<file path="config.mk">
export PLATFORM = sky130hd
export DESIGN_NAME = commutation_sequencer
export DESIGN_NICKNAME = d
export VERILOG_FILES = /design/src/rtl/commutation_sequencer.sv
export SDC_FILE = /design/constraint.sdc
export NUM_CORES = 1
export LEC_CHECK = 0
export ABC_AREA = 1
export BUFFER_PORTS_ARGS = -buffer_cell sky130_fd_sc_hd__buf_2
export CORE_MARGIN = 5
export CORE_UTILIZATION = 42
export DETAILED_ROUTE_END_ITERATION = 12
export GPL_ROUTABILITY_DRIVEN = 0
export PLACE_DENSITY = 0.67
export SLEW_MARGIN = 5
export SYNTH_ARGS = -nofsm -noshare
export SYNTH_HDL_FRONTEND = slang
export SYNTH_SLANG_ARGS = --single-unit
</file>
<file path="constraint.sdc">
create_clock -name clk -period 2 [get_ports clk]
set_input_delay 0.4 -clock clk [delete_from_list [all_inputs] [get_ports clk]]
set_output_delay 0.4 -clock clk [all_outputs]
set_load 0.01 [all_outputs]
</file>
<file path="src/rtl/commutation_sequencer.sv">
`default_nettype none
// ============================================================================
// Module      : commutation_sequencer
// Description : Timed 6-step commutation controller for an 8-bit bridge-drive
//               bus. Steps through six phase patterns at a programmable rate
//               in either direction, with an all-off dead-time gap between
//               patterns and a latched fault shutdown.
// Revision    : 1.0 - initial release
// ============================================================================
module commutation_sequencer #(
    parameter int PER_W    = 16,
    parameter int DEAD_CYC = 4
) (
    input  logic             clk,
    input  logic             reset,
    input  logic             enable,
    input  logic             dir,
    input  logic [PER_W-1:0] period,
    input  logic             fault,
    input  logic             fault_clr,
    output logic [7:0]       phase_out,
    output logic [2:0]       step,
    output logic             step_pulse,
    output logic             busy,
    output logic             fault_latched
);

    typedef enum logic [1:0] {
        ST_IDLE  = 2'd0,
        ST_DRIVE = 2'd1,
        ST_DEAD  = 2'd2
    } state_t;

    localparam logic [7:0]       c_DEAD_LAST = 8'(DEAD_CYC - 1);
    localparam logic [PER_W-1:0] c_PER_ONE   = {{(PER_W-1){1'b0}}, 1'b1};

    state_t           r_state;
    state_t           w_state_nxt;
    logic [7:0]       r_phase;
    logic [7:0]       w_phase_nxt;
    logic [2:0]       r_step;
    logic [2:0]       w_step_nxt;
    logic [2:0]       w_step_adv;
    logic             r_pulse;
    logic             w_pulse_nxt;
    logic             r_fault;
    logic             w_fault_nxt;
    logic [PER_W-1:0] r_cnt;
    logic [PER_W-1:0] w_cnt_nxt;
    logic [PER_W-1:0] r_per_q;
    logic [PER_W-1:0] w_per_nxt;
    logic [7:0]       r_dcnt;
    logic [7:0]       w_dcnt_nxt;

    // Gate-drive pattern per step; out-of-range indices drive everything off.
    function automatic logic [7:0] pattern(input logic [2:0] idx);
        logic [7:0] pat;
        case (idx)
            3'd0:    pat = 8'b1001_0000;
            3'd1:    pat = 8'b0001_1000;
            3'd2:    pat = 8'b0100_1000;
            3'd3:    pat = 8'b0110_0000;
            3'd4:    pat = 8'b0010_0100;
            3'd5:    pat = 8'b1000_0100;
            default: pat = 8'h00;
        endcase
        return pat;
    endfunction

    // Next step index in the requested direction, wrapping modulo 6.
    always_comb begin
        w_step_adv = r_step;
        if (dir) begin
            w_step_adv = (r_step >= 3'd5) ? 3'd0 : r_step + 3'd1;
        end else begin
            w_step_adv = (r_step == 3'd0 || r_step > 3'd5) ? 3'd5 : r_step - 3'd1;
        end
    end

    // State register.
    always_ff @(posedge clk) begin
        if (reset) begin
            r_state <= ST_IDLE;
        end else begin
            r_state <= w_state_nxt;
        end
    end

    // Next-state and datapath decode: fault beats enable-low beats sequencing.
    always_comb begin
        w_state_nxt = r_state;
        w_phase_nxt = r_phase;
        w_step_nxt  = r_step;
        w_pulse_nxt = 1'b0;
        w_cnt_nxt   = r_cnt;
        w_per_nxt   = r_per_q;
        w_dcnt_nxt  = r_dcnt;
        // fault wins over a simultaneous clear
        if (fault) begin
            w_fault_nxt = 1'b1;
        end else if (fault_clr) begin
            w_fault_nxt = 1'b0;
        end else begin
            w_fault_nxt = r_fault;
        end

        if (fault) begin
            w_state_nxt = ST_IDLE;
            w_phase_nxt = 8'h00;
            w_cnt_nxt   = '0;
            w_dcnt_nxt  = 8'h00;
        end else begin
            case (r_state)
                ST_IDLE: begin
                    // the registered flag blocks restart until cleared
                    if (enable && !r_fault) begin
                        w_state_nxt = ST_DRIVE;
                        w_phase_nxt = pattern(r_step);
                        w_cnt_nxt   = '0;
                        w_per_nxt   = period;
                    end
                end
                ST_DRIVE: begin
                    if (!enable) begin
                        w_state_nxt = ST_IDLE;
                        w_phase_nxt = 8'h00;
                        w_cnt_nxt   = '0;
                        w_dcnt_nxt  = 8'h00;
                    end else if (r_per_q == '0) begin
                        // zero period holds the step and keeps re-sampling
                        w_per_nxt = period;
                        w_cnt_nxt = '0;
                    end else if (r_cnt == r_per_q - c_PER_ONE) begin
                        w_state_nxt = ST_DEAD;
                        w_phase_nxt = 8'h00;
                        w_step_nxt  = w_step_adv;
                        w_pulse_nxt = 1'b1;
                        w_cnt_nxt   = '0;
                        w_dcnt_nxt  = 8'h00;
                    end else begin
                        w_cnt_nxt = r_cnt + c_PER_ONE;
                    end
                end
                ST_DEAD: begin
                    if (!enable) begin
                        w_state_nxt = ST_IDLE;
                        w_phase_nxt = 8'h00;
                        w_cnt_nxt   = '0;
                        w_dcnt_nxt  = 8'h00;
                    end else if (r_dcnt == c_DEAD_LAST) begin
                        w_state_nxt = ST_DRIVE;
                        w_phase_nxt = pattern(r_step);
                        w_cnt_nxt   = '0;
                        w_per_nxt   = period;
                    end else begin
                        w_dcnt_nxt = r_dcnt + 8'd1;
                    end
                end
                default: begin
                    w_state_nxt = ST_IDLE;
                    w_phase_nxt = 8'h00;
                end
            endcase
        end
    end

    // Datapath registers.
    always_ff @(posedge clk) begin
        if (reset) begin
            r_phase <= 8'h00;
            r_step  <= 3'd0;
            r_pulse <= 1'b0;
            r_fault <= 1'b0;
            r_cnt   <= '0;
            r_per_q <= '0;
            r_dcnt  <= 8'h00;
        end else begin
            r_phase <= w_phase_nxt;
            r_step  <= w_step_nxt;
            r_pulse <= w_pulse_nxt;
            r_fault <= w_fault_nxt;
            r_cnt   <= w_cnt_nxt;
            r_per_q <= w_per_nxt;
            r_dcnt  <= w_dcnt_nxt;
        end
    end

    assign phase_out     = r_phase;
    assign step          = r_step;
    assign step_pulse    = r_pulse;
    assign busy          = (r_state != ST_IDLE);
    assign fault_latched = r_fault;

endmodule
`default_nettype wire
</file>
# Word-level counts from Yosys, hierarchy flattened
# Cells that the tools add are included.
dict set report totals {
  regBits 55
  latch_bits 0
  ramBits 0
  romBits 0
  in_bits 22
  elab_cells 91
  mem_count 0
}
dict set report op_classes {
  add_sub_neg 5
  n_mul 0
  div_mod_pow 0
  order_cmp 2
  n_eq_ne 18
  n_shift 0
  mux 37
  n_bitwise 4
  n_reduce_logical 17
}
# operator count
set ops {}
lappend ops {{16-bit two-way mux} 11}
lappend ops {{16-bit case mux with 3 select lines} 2}
lappend ops {{8-bit two-way mux} 8}
lappend ops {{8-bit case mux with 6 select lines} 1}
lappend ops {{8-bit case mux with 3 select lines} 1}
lappend ops {{16-bit by 1-bit adder with 16-bit output (second input constant)} 1}
lappend ops {{16-bit equality test} 1}
lappend ops {{16-bit zero test} 1}
lappend ops {{8-bit case mux with 2 select lines} 1}
lappend ops {{16-bit by 1-bit subtractor with 16-bit output (second input constant)} 1}
lappend ops {{2-bit two-way mux} 6}
lappend ops {{3-bit inequality test (second input constant)} 4}
lappend ops {{2-bit inequality test (second input constant)} 5}
lappend ops {{3-bit two-way mux} 3}
lappend ops {{8-bit by 1-bit adder with 8-bit output (second input constant)} 1}
lappend ops {{8-bit by 2-bit equality test with 1-bit output (second input constant)} 1}
lappend ops {{4-bit AND reduction} 2}
lappend ops {{7-bit AND reduction} 1}
lappend ops {{3-bit by 2-bit equality test with 1-bit output (second input constant)} 2}
lappend ops {{3-bit equality test (second input constant)} 2}
lappend ops {{2-bit case mux with 3 select lines} 1}
lappend ops {{2-bit nonzero test} 3}
lappend ops {{5-bit AND reduction} 1}
lappend ops {{5-bit OR reduction} 1}
lappend ops {{17 further kinds} 22}

# Logic depth before layout (Yosys ltp)
dict set report logic_depth {
  ltp_word 6
  ltp_mapped 16
  mapped_depth_nobuf 15
}

# Worst setup path before layout
# No wires, ideal clock.
dict set report synth_path {
  path_kind {register to register}
  start {register r_per_q[0]}
  end {register r_dcnt[2]}
  setup_ps 131
  t_arrival_ps 1881
  required_time_ps 1869
  path_slack_ps -12
  stages_incl_launch_ff 16
  n_path_buf 0
  period_less_slack_ps 2012
  path_cell_list {dfxtp_1 > inv_1 > ha_1 > inv_1 > nand2_1 > nand2_1 > nor2_1 > nand2_1 > nor2_1 > nand3_1 > nor3_4 > nand3_2 > nand2_4 > nand2_1 > nand2_1 > a21oi_2}
}
dict set report synth_via {
  elab_chain_len 4
  word_cells_on_any_way 6
  classes_between {add/sub: 1; eq/ne: 3; reduce/logical: 2}
}
# element line_no
set synth_lines {}
lappend synth_lines {{from (decl)} 50} ;# logic [PER_W-1:0] r_per_q;
lappend synth_lines {{from (signal assigned)} 183} ;# r_per_q <= w_per_nxt;
lappend synth_lines {{16-bit by 1-bit subtractor with 16-bit output} 133} ;# end else if (r_cnt == r_per_q - c_PER_ONE) begin
lappend synth_lines {{16-bit equality test} 133}
lappend synth_lines {{3-bit inequality test (no source line)} n/a}
lappend synth_lines {{4-bit AND reduction (no source line) *} n/a}
lappend synth_lines {{to (signal assigned)} 184} ;# r_dcnt <= w_dcnt_nxt;
lappend synth_lines {{to (decl)} 52} ;# logic [7:0] r_dcnt;
# Mark *: on every way between the ends. The rest lies on a longest branch, timed or not.
# A chain may end at the register's enable or synchronous reset.

# Worst setup path after layout
dict set report layout_path {
  start {register r_per_q[0]}
  end {register r_phase[6] (netlist: phase_out[6])}
}
dict set report layout_via {
  elab_chain_len 4
  word_cells_on_any_way 6
  classes_between {add/sub: 1; eq/ne: 3; reduce/logical: 2}
}
# element line_no
set layout_lines {}
lappend layout_lines {{16-bit by 1-bit subtractor with 16-bit output} 133}
lappend layout_lines {{16-bit equality test} 133}
lappend layout_lines {{3-bit inequality test (no source line)} n/a}
lappend layout_lines {{4-bit AND reduction (no source line) *} n/a}
lappend layout_lines {{to (signal assigned)} 178} ;# r_phase <= w_phase_nxt;
lappend layout_lines {{to (decl)} 39} ;# logic [7:0] r_phase;
# Marks and branches as above.

==> flow_summary.toml <==
[finish]
design_area_um2 = 4392
nFillCells = 824
area_growth_pct = 25.00
fin_util = 0.5372
fin_nets = 666
drive_above_1_share = 0.2433
num_antenna_cells = 0

[worst_setup_path]
critPathRequiredTime_ps = 2220
crit_type = "register to register"
end_kind = "register"
startpoint_type = "register"
crit_fanout = 7
ff2ff_setup_slack_ps = -120
cp.arrival_ps = 2340
rr_worst_depth = 16
r2r-end = "phase_out[6]"
r2r-start = "r_per_q[0]"

[floorplanning]
dieHeight_um = 101.5
die_x_um = 101.5
start_util = 0.4298
core_um2 = 8175
ioPinCount = 36
fp-row-count = 33
die-area_um2 = 10290

[synth]
synth_cell_type_count = 33
synth_top_area_frac = 0.3020
ys_seq_area_frac = 0.3020
synthArstFlopShare = 0
yosysMostFrequentCell = "nand2_1"
synth-seq-cells = 53
yosysWarnings = 0
synth_common_cells = "nand2_1, nor2_1, inv_1"
synth_area_leaders = "dfxtp_1, nand2_1, nor2_1"
synthCells = 561
syn_area_um2 = 3513
syn_area_per_cell_um2 = 6.263
synth_top_cell_by_area = "dfxtp_1"
synth_edf_count = 0
ys_dominant_reg_cell = "dfxtp_1"

[sta]
max_freq_ghz = 0.4707
finalHoldViolCount = 0
min_period_over_period = 1.062
fin_crit_ps = 2124
tightest_slew_ps = 877.9
relSlewSlack = 0.4141
fin_worst_skew_ps = 11.54
finalSetupViolations = 19
setup_ws_ps = -124.4
rsz0062_at_grt = "yes"
drv_slew = 0

[pwr]
p_leak_uw = 0.001975
p_total_uw = 2578
power_density_nw_per_um2 = 587.0
vdd_drop_max_mv = 0.4065

[flow_run]
max-cap-violations = 0

[cts]
root_buffer = "clkbuf_8"
clk_pin_slew_worst_paths_ps = 110
htree_num_levels = 2
cts_buffer_depth = 2
cts.sinks = 53
cts_tree = "yes"
cts_inserted_buffers = 5
cts_hold_buffers = 0
clock_latency_ps = 320

[global_route]
grt_use_total = 0.1790
use_met3 = 0.02824
gr-usage-met1 = 0.2320
grt_pass1_wl_um = 15080
groute.layer.met2.usage = 0.3063
top_usage_layer = "met2"
grt_pass1_vias = 3414
grt_max_degree = 25
antenna_found_initial = 0
overflow = 0

[route]
avgRoutedWirePerCell_um = 12.49
routed_wl_um = 9265
first_pass_iters = 5
ant_nets = 0
dr.first_iter.drc_count = 235
vias = 3791
viasPerCell = 5.109
drc = 0

[run_status]
status = "finished, violations left"
violations = "negative setup slack"

[placement]
port_buffers = 33
hpwl_um = 6829
dp_slack_ps = -231.3
place_area_um2 = 4046

[hold_path]
min_path_type = "primary input to register"
min_to = "fault_latched"
hold_depth = 4
hp-start = "fault_clr"
## cell usage in the layout (no fill, tap or decap), drive strengths merged
cell      Yosys  routed
nand3b        5       5
clkinvlp      0       2
nor2         94      94
o211ai        1       1
nand2       142     142
and3          1       1
dfxtp        53      53
buf           7      83
inv          61      63
nand3        43      43
conb          1       2
a21oi        45      45
nor4          6       6
nor3         13      13
xor2         17      17
nand4        14      14
or2           4       4
o21ai        31      31
clkbuf        9       5
xnor2         5       5
ha            8       8
## state kept, by name, summed over array words and instances, names as in the netlist
| register | flops |
|---|---|
| step | 3 |
| fault_latched | 1 |
| r_cnt | 16 |
| r_dcnt | 8 |
| r_per_q | 16 |
| phase_out | 6 |
| r_state | 2 |
| step_pulse | 1 |
## routing by layer
layer,vias up,share of wire
li1,1951,-
met1,1720,0.46
met2,99,0.47
met3,21,0.044
met4,0,0.028
met5,-,0
## per-stage QoR
stage	std cells	setup TNS, ps	hold WS [ps]
floorplan	562	0	453.8
global placement	725	-2945	463.2
detailed placement	725	-4914	469.6
CTS	737	-4024	308.0
global route	742	-6579	312.3
finish	742	-1568	313.5
## final cells by class
class,instances,area [um^2],share of cell area
clock buffer,5,68.82,0.01567
clock inverter,3,25.02,0.005698
inverter,62,236.5,0.05385
multi-input combinational,431,2293,0.5222
sequential,53,1064,0.2422
tap,105,131.4,0.02991
timing repair buffer,83,573.1,0.1305
## power breakdown
| group | switching (uW) | leakage (uW) | internal, uW |
|---|---|---|---|
| Clock | 389 | 0.0000452 | 256 |
| Sequential | 44.9 | 0.000431 | 1090 |
| Combinational | 477 | 0.00150 | 317 |
| Total | 911 | 0.00197 | 1670 |
## timing repair
item,in CTS,in global routing
setup buffers,4,5
resized for setup,8,40
endpoints found under the setup margin,34,51
pin swaps,6,19
## critical path, stage by stage (launching register included)
cell	delay (ps)
dfxtp_2	330
inv_1	60
ha_4	270
inv_2	30
nand2_2	40
nand2_2	60
nor2_2	70
nand2_1	70
nor2_2	150
nand3_2	100
nor3_4	210
nand3_2	140
nand2_4	160
buf_12	140
nand3_2	60
nand2_1	70
nor2_1	40
## kinds of logic (layout without fill, tap and decap cells)
logic type / after synthesis / count (layout) / share of synthesized area
other: 1 / 2 / 0.001067
DFF: 53 / 53 / 0.3020
xor gates and xnor gates: 22 / 22 / 0.05484
buffers and inverters: 78 / 153 / 0.09187
AOI/OAI and AO/OA: 77 / 77 / 0.1136
adders and majority gates: 8 / 8 / 0.02849
and+or+nand+nor: 322 / 322 / 0.4081
## worst max path at each step
stage          startpoint           end  cells past startpoint
2_1_floorplan  r_per_q[0]     r_dcnt[0]                     16
3_5_place_dp   r_per_q[1]     r_dcnt[1]                     15
4_1_cts        r_per_q[1]     r_cnt[13]                     12
5_1_grt        r_per_q[1]  phase_out[6]                     16
6_report       r_per_q[0]  phase_out[6]                     16
3_3_place_gp   r_per_q[1]     r_dcnt[2]                     15
No activity file was read; power rests on OpenSTA's default activity.
